==> config.mk <==
export PLATFORM = sky130hd
export DESIGN_NAME = board_flat
export DESIGN_NICKNAME = d
export VERILOG_FILES = /design/src/rtl/board_if.sv /design/src/rtl/board.sv /design/src/flat_wrapper.sv
export SDC_FILE = /design/constraint.sdc
export NUM_CORES = 1
export LEC_CHECK = 0
export CAP_MARGIN = 30
export CORE_MARGIN = 5
export CORE_UTILIZATION = 35
export CTS_BUF_LIST = sky130_fd_sc_hd__clkbuf_8 sky130_fd_sc_hd__clkbuf_16
export DETAILED_ROUTE_END_ITERATION = 10
export MAX_ROUTING_LAYER = met4
export SYNTH_ARGS = -nofsm -noshare
export SYNTH_HDL_FRONTEND = slang
export SYNTH_HIERARCHICAL = 1
export SYNTH_SLANG_ARGS = --single-unit
==> constraint.sdc <==
create_clock -name clk -period 3.9 [get_ports clk]
set_input_delay 0.78 -clock clk [delete_from_list [all_inputs] [get_ports clk]]
set_output_delay 0.78 -clock clk [all_outputs]
set_load 0.01 [all_outputs]
==> src/rtl/board_if.sv <==
// rtl/board_if.sv - Bundle of the CPU's halt, RAM-load and observation signals.
// Purpose: groups everything except clk/clr so the board and its driver share one port.
// Ports (master = driver side, slave = board side):
//   hlt        external pause
//   prog_we    RAM load strobe
//   prog_addr  RAM load address
//   prog_data  RAM load data
//   out        output register
//   out_stb    one-cycle pulse after an OUT updates out
//   halted     HLT instruction has executed
//   pc         program counter (debug)
//   areg       A register (debug)
interface board_if;
  logic       hlt;
  logic       prog_we;
  logic [3:0] prog_addr;
  logic [7:0] prog_data;
  logic [7:0] out;
  logic       out_stb;
  logic       halted;
  logic [3:0] pc;
  logic [7:0] areg;

  modport master (
    output hlt, prog_we, prog_addr, prog_data,
    input  out, out_stb, halted, pc, areg
  );

  modport slave (
    input  hlt, prog_we, prog_addr, prog_data,
    output out, out_stb, halted, pc, areg
  );
endinterface

==> src/rtl/board.sv <==
// rtl/board.sv - SAP-1-style 8-bit microcoded CPU with 16x8 RAM on a shared bus.
// Purpose: fetch/execute of 4-bit-opcode instructions in five micro-steps T0..T4.
// Ports:
//   clk  system clock, rising edge
//   clr  synchronous active-high reset of CPU state (RAM untouched)
//   io   board_if.slave: hlt, prog_we/prog_addr/prog_data in; out, out_stb, halted, pc, areg out

module board_ram (
  input  logic       clk_i,
  input  logic       we_i,
  input  logic [3:0] waddr_i,
  input  logic [7:0] wdata_i,
  input  logic [3:0] raddr_i,
  output logic [7:0] rdata_o
);
  logic [7:0] mem [0:15];

  always_ff @(posedge clk_i) begin
    if (we_i) mem[waddr_i] <= wdata_i;
  end

  assign rdata_o = mem[raddr_i];
endmodule

module board (
  input  logic    clk,
  input  logic    clr,
  board_if.slave  io
);
  typedef enum logic [2:0] {T0, T1, T2, T3, T4} step_e;
  typedef enum logic [2:0] {SRC_NONE, SRC_PC, SRC_RAM, SRC_IR, SRC_A, SRC_ALU} src_e;

  step_e      step_q, step_d;
  logic [3:0] pc_q, mar_q;
  logic [7:0] ir_q, a_q, b_q, out_q;
  logic       carry_q, zero_q, halt_q, stb_q;

  src_e       src;
  logic       mar_ld, ir_ld, pc_ld, pc_inc, a_ld, b_ld, ram_we, out_ld, hlt_set, flags_ld;
  logic [7:0] bus, ram_rdata;
  logic [8:0] sum;
  logic [3:0] opcode;
  logic       sub, freeze;

  assign opcode = ir_q[7:4];
  assign sub    = (opcode == 4'h3);
  assign freeze = halt_q | io.hlt;

  // Subtraction as A + ~B + 1, so carry=1 means no borrow.
  assign sum = {1'b0, a_q} + {1'b0, (sub ? ~b_q : b_q)} + {8'h00, sub};

  always_comb begin
    step_d   = step_q;
    src      = SRC_NONE;
    mar_ld   = 1'b0;
    ir_ld    = 1'b0;
    pc_ld    = 1'b0;
    pc_inc   = 1'b0;
    a_ld     = 1'b0;
    b_ld     = 1'b0;
    ram_we   = 1'b0;
    out_ld   = 1'b0;
    hlt_set  = 1'b0;
    flags_ld = 1'b0;
    case (step_q)
      T0: begin
        step_d = T1;
        src    = SRC_PC;
        mar_ld = 1'b1;
      end
      T1: begin
        step_d = T2;
        src    = SRC_RAM;
        ir_ld  = 1'b1;
        pc_inc = 1'b1;
      end
      T2: begin
        step_d = T3;
        case (opcode)
          4'h1, 4'h2, 4'h3, 4'h4: begin src = SRC_IR; mar_ld = 1'b1; end
          4'h5: begin src = SRC_IR; a_ld = 1'b1; end
          4'h6: begin src = SRC_IR; pc_ld = 1'b1; end
          4'h7: if (carry_q) begin src = SRC_IR; pc_ld = 1'b1; end
          4'h8: if (zero_q) begin src = SRC_IR; pc_ld = 1'b1; end
          4'hE: begin src = SRC_A; out_ld = 1'b1; end
          4'hF: hlt_set = 1'b1;
          default: ;
        endcase
      end
      T3: begin
        step_d = T4;
        case (opcode)
          4'h1: begin src = SRC_RAM; a_ld = 1'b1; end
          4'h2, 4'h3: begin src = SRC_RAM; b_ld = 1'b1; end
          4'h4: begin src = SRC_A; ram_we = 1'b1; end
          default: ;
        endcase
      end
      T4: begin
        step_d = T0;
        if (opcode == 4'h2 || opcode == 4'h3) begin
          src      = SRC_ALU;
          a_ld     = 1'b1;
          flags_ld = 1'b1;
        end
      end
      default: step_d = T0;
    endcase
  end

  always_comb begin
    bus = 8'h00;
    case (src)
      SRC_PC:  bus = {4'h0, pc_q};
      SRC_RAM: bus = ram_rdata;
      SRC_IR:  bus = {4'h0, ir_q[3:0]};
      SRC_A:   bus = a_q;
      SRC_ALU: bus = sum[7:0];
      default: bus = 8'h00;
    endcase
  end

  // The load port takes the write port over from an STA in the same cycle.
  board_ram rm (
    .clk_i   (clk),
    .we_i    (io.prog_we | (ram_we & ~freeze & ~clr)),
    .waddr_i (io.prog_we ? io.prog_addr : mar_q),
    .wdata_i (io.prog_we ? io.prog_data : bus),
    .raddr_i (mar_q),
    .rdata_o (ram_rdata)
  );

  always_ff @(posedge clk) begin
    if (clr) begin
      step_q  <= T0;
      pc_q    <= 4'h0;
      mar_q   <= 4'h0;
      ir_q    <= 8'h00;
      a_q     <= 8'h00;
      b_q     <= 8'h00;
      out_q   <= 8'h00;
      carry_q <= 1'b0;
      zero_q  <= 1'b0;
      halt_q  <= 1'b0;
      stb_q   <= 1'b0;
    end else begin
      // Strobe is not frozen so a pause right after OUT cannot stretch it.
      stb_q <= out_ld & ~freeze;
      if (!freeze) begin
        step_q <= step_d;
        if (mar_ld) mar_q <= bus[3:0];
        if (ir_ld) ir_q <= bus;
        if (pc_ld) pc_q <= bus[3:0];
        else if (pc_inc) pc_q <= pc_q + 4'h1;
        if (a_ld) a_q <= bus;
        if (b_ld) b_q <= bus;
        if (out_ld) out_q <= bus;
        if (flags_ld) begin
          carry_q <= sum[8];
          zero_q  <= (sum[7:0] == 8'h00);
        end
        if (hlt_set) halt_q <= 1'b1;
      end
    end
  end

  assign io.out     = out_q;
  assign io.out_stb = stb_q;
  assign io.halted  = halt_q;
  assign io.pc      = pc_q;
  assign io.areg    = a_q;
endmodule

==> src/flat_wrapper.sv <==
// flat-port wrapper written by rule: the top's interface ports become plain ports
module board_flat 
  (clk, clr, io_hlt, io_prog_we, io_prog_addr, io_prog_data, io_out, io_out_stb, io_halted, io_pc, io_areg);
  board_if io_i ();
  input  logic clk;
  input  logic clr;
  input wire logic [$bits(io_i.hlt)-1:0] io_hlt;
  input wire logic [$bits(io_i.prog_we)-1:0] io_prog_we;
  input wire logic [$bits(io_i.prog_addr)-1:0] io_prog_addr;
  input wire logic [$bits(io_i.prog_data)-1:0] io_prog_data;
  output wire logic [$bits(io_i.out)-1:0] io_out;
  output wire logic [$bits(io_i.out_stb)-1:0] io_out_stb;
  output wire logic [$bits(io_i.halted)-1:0] io_halted;
  output wire logic [$bits(io_i.pc)-1:0] io_pc;
  output wire logic [$bits(io_i.areg)-1:0] io_areg;
  assign io_i.hlt = io_hlt;
  assign io_i.prog_we = io_prog_we;
  assign io_i.prog_addr = io_prog_addr;
  assign io_i.prog_data = io_prog_data;
  assign io_out = io_i.out;
  assign io_out_stb = io_i.out_stb;
  assign io_halted = io_i.halted;
  assign io_pc = io_i.pc;
  assign io_areg = io_i.areg;
  board u_core (.clk(clk), .clr(clr), .io(io_i));
endmodule
==> metrics.txt <==
Overall Global Routing Usage 0.163; TritonCTS clock tree yes; Slew Viols, Final 0; clk sinks 175; Hold Fails Final Rpt 0; Cell variety after synth 78; register area share after synthesis 0.595; routed wire length 20.4 mm; largest net degree at the start of global routing 39; Worst-Margin Slew 0.758 ns; CP Data Required Time 4.18 ns; first-pass GRT wire length 31.6 mm; initial antenna violation count 0; cells along the critical path nand4bb_1 > buf_4 > nor2_1 > a21oi_1 > fa_1 > nor2b_1 > o21ai_0 > a211oi_1 > a221oi_1 > a21oi_1 > buf_4; CTS Buf Count 17; Clock Latency Late Sink 0.43 ns; Placer Congestion 0.900; Synth area leaders edfxtp_1 (48%), dfxtp_1 (12%), mux4_2 (5.0%); Leakage 3.14 nW; post-synth top area share 0.478; Tcrit/Tclk final 0.840; Post-DRT Antenna Nets 0; DRT Pass-1 Iters 5; most frequent cells in the layout edfxtp_1 (128), nor2_1 (65), dfxtp_1 (46), buf_4 (46), clkdlybuf4s50_1 (37); Slew HR 0.494; drt drc 0; Setup CP Type flip-flop to flip-flop; Nets approximately 670; number of global-route vias before repair between 5000 and 6000; Die ar. 0.0261 sq mm; CP Launch Type flip-flop; commonest non-fill, non-tap cell in the layout edfxtp_1; Syn Area/Cell ~14 sq um; clk_skew around 0.013 ns; Clock transition at path regs 0.07 ns; HP Class flip-flop to flip-flop; pwr dens roughly 440 mW/mm^2; DPL Wire Length 14.2 mm; Main synth FF type edfxtp_1; I/O pin cnt 38; Post-CTS Setup Bufs 0; max-cap viol count 0; status finished clean; vias per inst 5.63; post-synthesis cell area 0.00804 sq mm; Post-synth ARST share 0; critical path's top delay family compound AO/OA/AOI/OAI gates; final core utilization 0.419; Port Buffers 37; die height 162 microns; CP max-delay cell a21oi_1; row count 55; antenna diode count 0; Initial Util 0.355; via count roughly 5300; wire per inst 21.6 microns; GRT overflow 0; Resize count post-CTS 0; RSZ-0062 raised after global routing false; Synth Register Bits 175; Worst Setup End Kind flip-flop; CTS H-Tree Depth 4; endpoints failing setup 0; die width 162 microns; EDFF count, synth 128; Core Footprint 0.0226 sq mm; area delta synth->final 18.1%; Yosys warning total 6; Tmin final ~3.3 ns; VDD IR max 320 uV; Max Freq 305 MHz; cts hold-fix bufs 0; Net Count, Synth 606; clk buf depth 2; DRT iter0 DRCs 549; Setup TNS Final 0 ns; Root Buffer clkbuf_16; Crit path largest cell delay 0.57 ns; Buf+Inv Stages, Crit Path 2; synthesized instance count ~580; CP Max Fanout 9; largest area contributor in the synthesized netlist edfxtp_1; crit path DAT approximately 3.6 ns; share of cells above drive strength 1 0.190
==> synthesized netlist by cell type (all sizes together) (8+ instances only) <==
cell type / count
a31oi: 9
clkbuf: 10
inv: 11
edfxtp: 128
a211oi: 27
a22oi: 17
nor3: 9
dfxtp: 47
ha: 8
nor2: 65
nand2: 20
nand3: 11
o21ai: 19
xnor2: 9
buf: 21
a21oi: 24
mux4: 32
==> registers in the layout, indices dropped and copies added (netlist names) <==
register,count
u_core/io.pc,4
u_core/carry_q,1
u_core/b_q,8
u_core/ir_q,8
u_core/zero_q,1
u_core/mar_q,4
u_core/io.areg,8
u_core/io.halted,1
u_core/io.out_stb,1
u_core/io.out,8
u_core/rm/mem,128
u_core/step_q,3
==> through the flow <==
stage          power, mW  area (sq um)  setup slack [ns]  std cells  hold WS [ns]
5_1_grt             4.36          9490             0.326        947         0.530
2_1_floorplan       2.40          8040             0.804        581         0.434
3_3_place_gp        2.56          8890             0.565        914         0.466
3_5_place_dp        2.57          8900             0.570        915         0.473
4_1_cts             4.23          9490             0.652        947         0.488
6_report            4.20          9490             0.626        947         0.486
==> power breakdown <==
part	leakage, nW	internal [mW]	switching [mW]
Sequential	1.54	2.06	0.0335
Clock	0.291	0.864	0.804
Combinational	1.31	0.180	0.260
==> path summary, 6_finish.rpt <==
check	startpoint	endpoint	slack (ns)	depth (start not counted)
hold / removal	u_core/io.out[7]$_SDFFE_PP0P_	u_core/io.out[7]$_SDFFE_PP0P_	0.49	2
setup reg to reg	u_core/ir_q[6]$_SDFFE_PP0P_	u_core/rm/mem[15][4]$_DFFE_PP_	0.63	11
hold reg to reg	u_core/io.out[7]$_SDFFE_PP0P_	u_core/io.out[7]$_SDFFE_PP0P_	0.49	2
setup / recovery	u_core/ir_q[6]$_SDFFE_PP0P_	u_core/rm/mem[15][4]$_DFFE_PP_	0.63	11
==> logic make-up (layout without fill, tap and decap cells) <==
| family | Yosys count | in the layout | share of synthesized area |
|---|---|---|---|
| buffers and inverters | 46 | 127 | 0.0321 |
| xor gates and xnor gates | 12 | 12 | 0.0131 |
| adders and majority gates | 9 | 9 | 0.0149 |
| muxes | 37 | 37 | 0.103 |
| AOI/OAI and AO/OA | 140 | 140 | 0.132 |
| DFF | 175 | 175 | 0.595 |
| and+or+nand+nor | 162 | 162 | 0.109 |
==> metal layers <==
metal  routed length (microns)  global-route usage  up-vias
met5                         0                   -        -
met2                      9820               0.255      199
met1                      9170               0.221     2658
li1                          -                   -     2450
met4                       262              0.0322        0
met3                      1200              0.0383       24
==> area by class of cell <==
cell class | count | area [sq um]
clock buffers | 17 | 425
clock inverters | 15 | 165
fillers | 2063 | 13200
inverters | 12 | 45.0
multi-input cells | 360 | 2990
flip-flops and latches | 175 | 4790
well taps | 285 | 357
repair buffers | 83 | 716
==> tightest hold or removal path: cells and delay by family, from the launching register on <==
kind | cells | cell delay (ns)
and+or+nand+nor | 1 | 0.06
AOI/OAI and AO/OA | 1 | 0.06
DFF | 1 | 0.32
(Power assumes the default switching activity.)
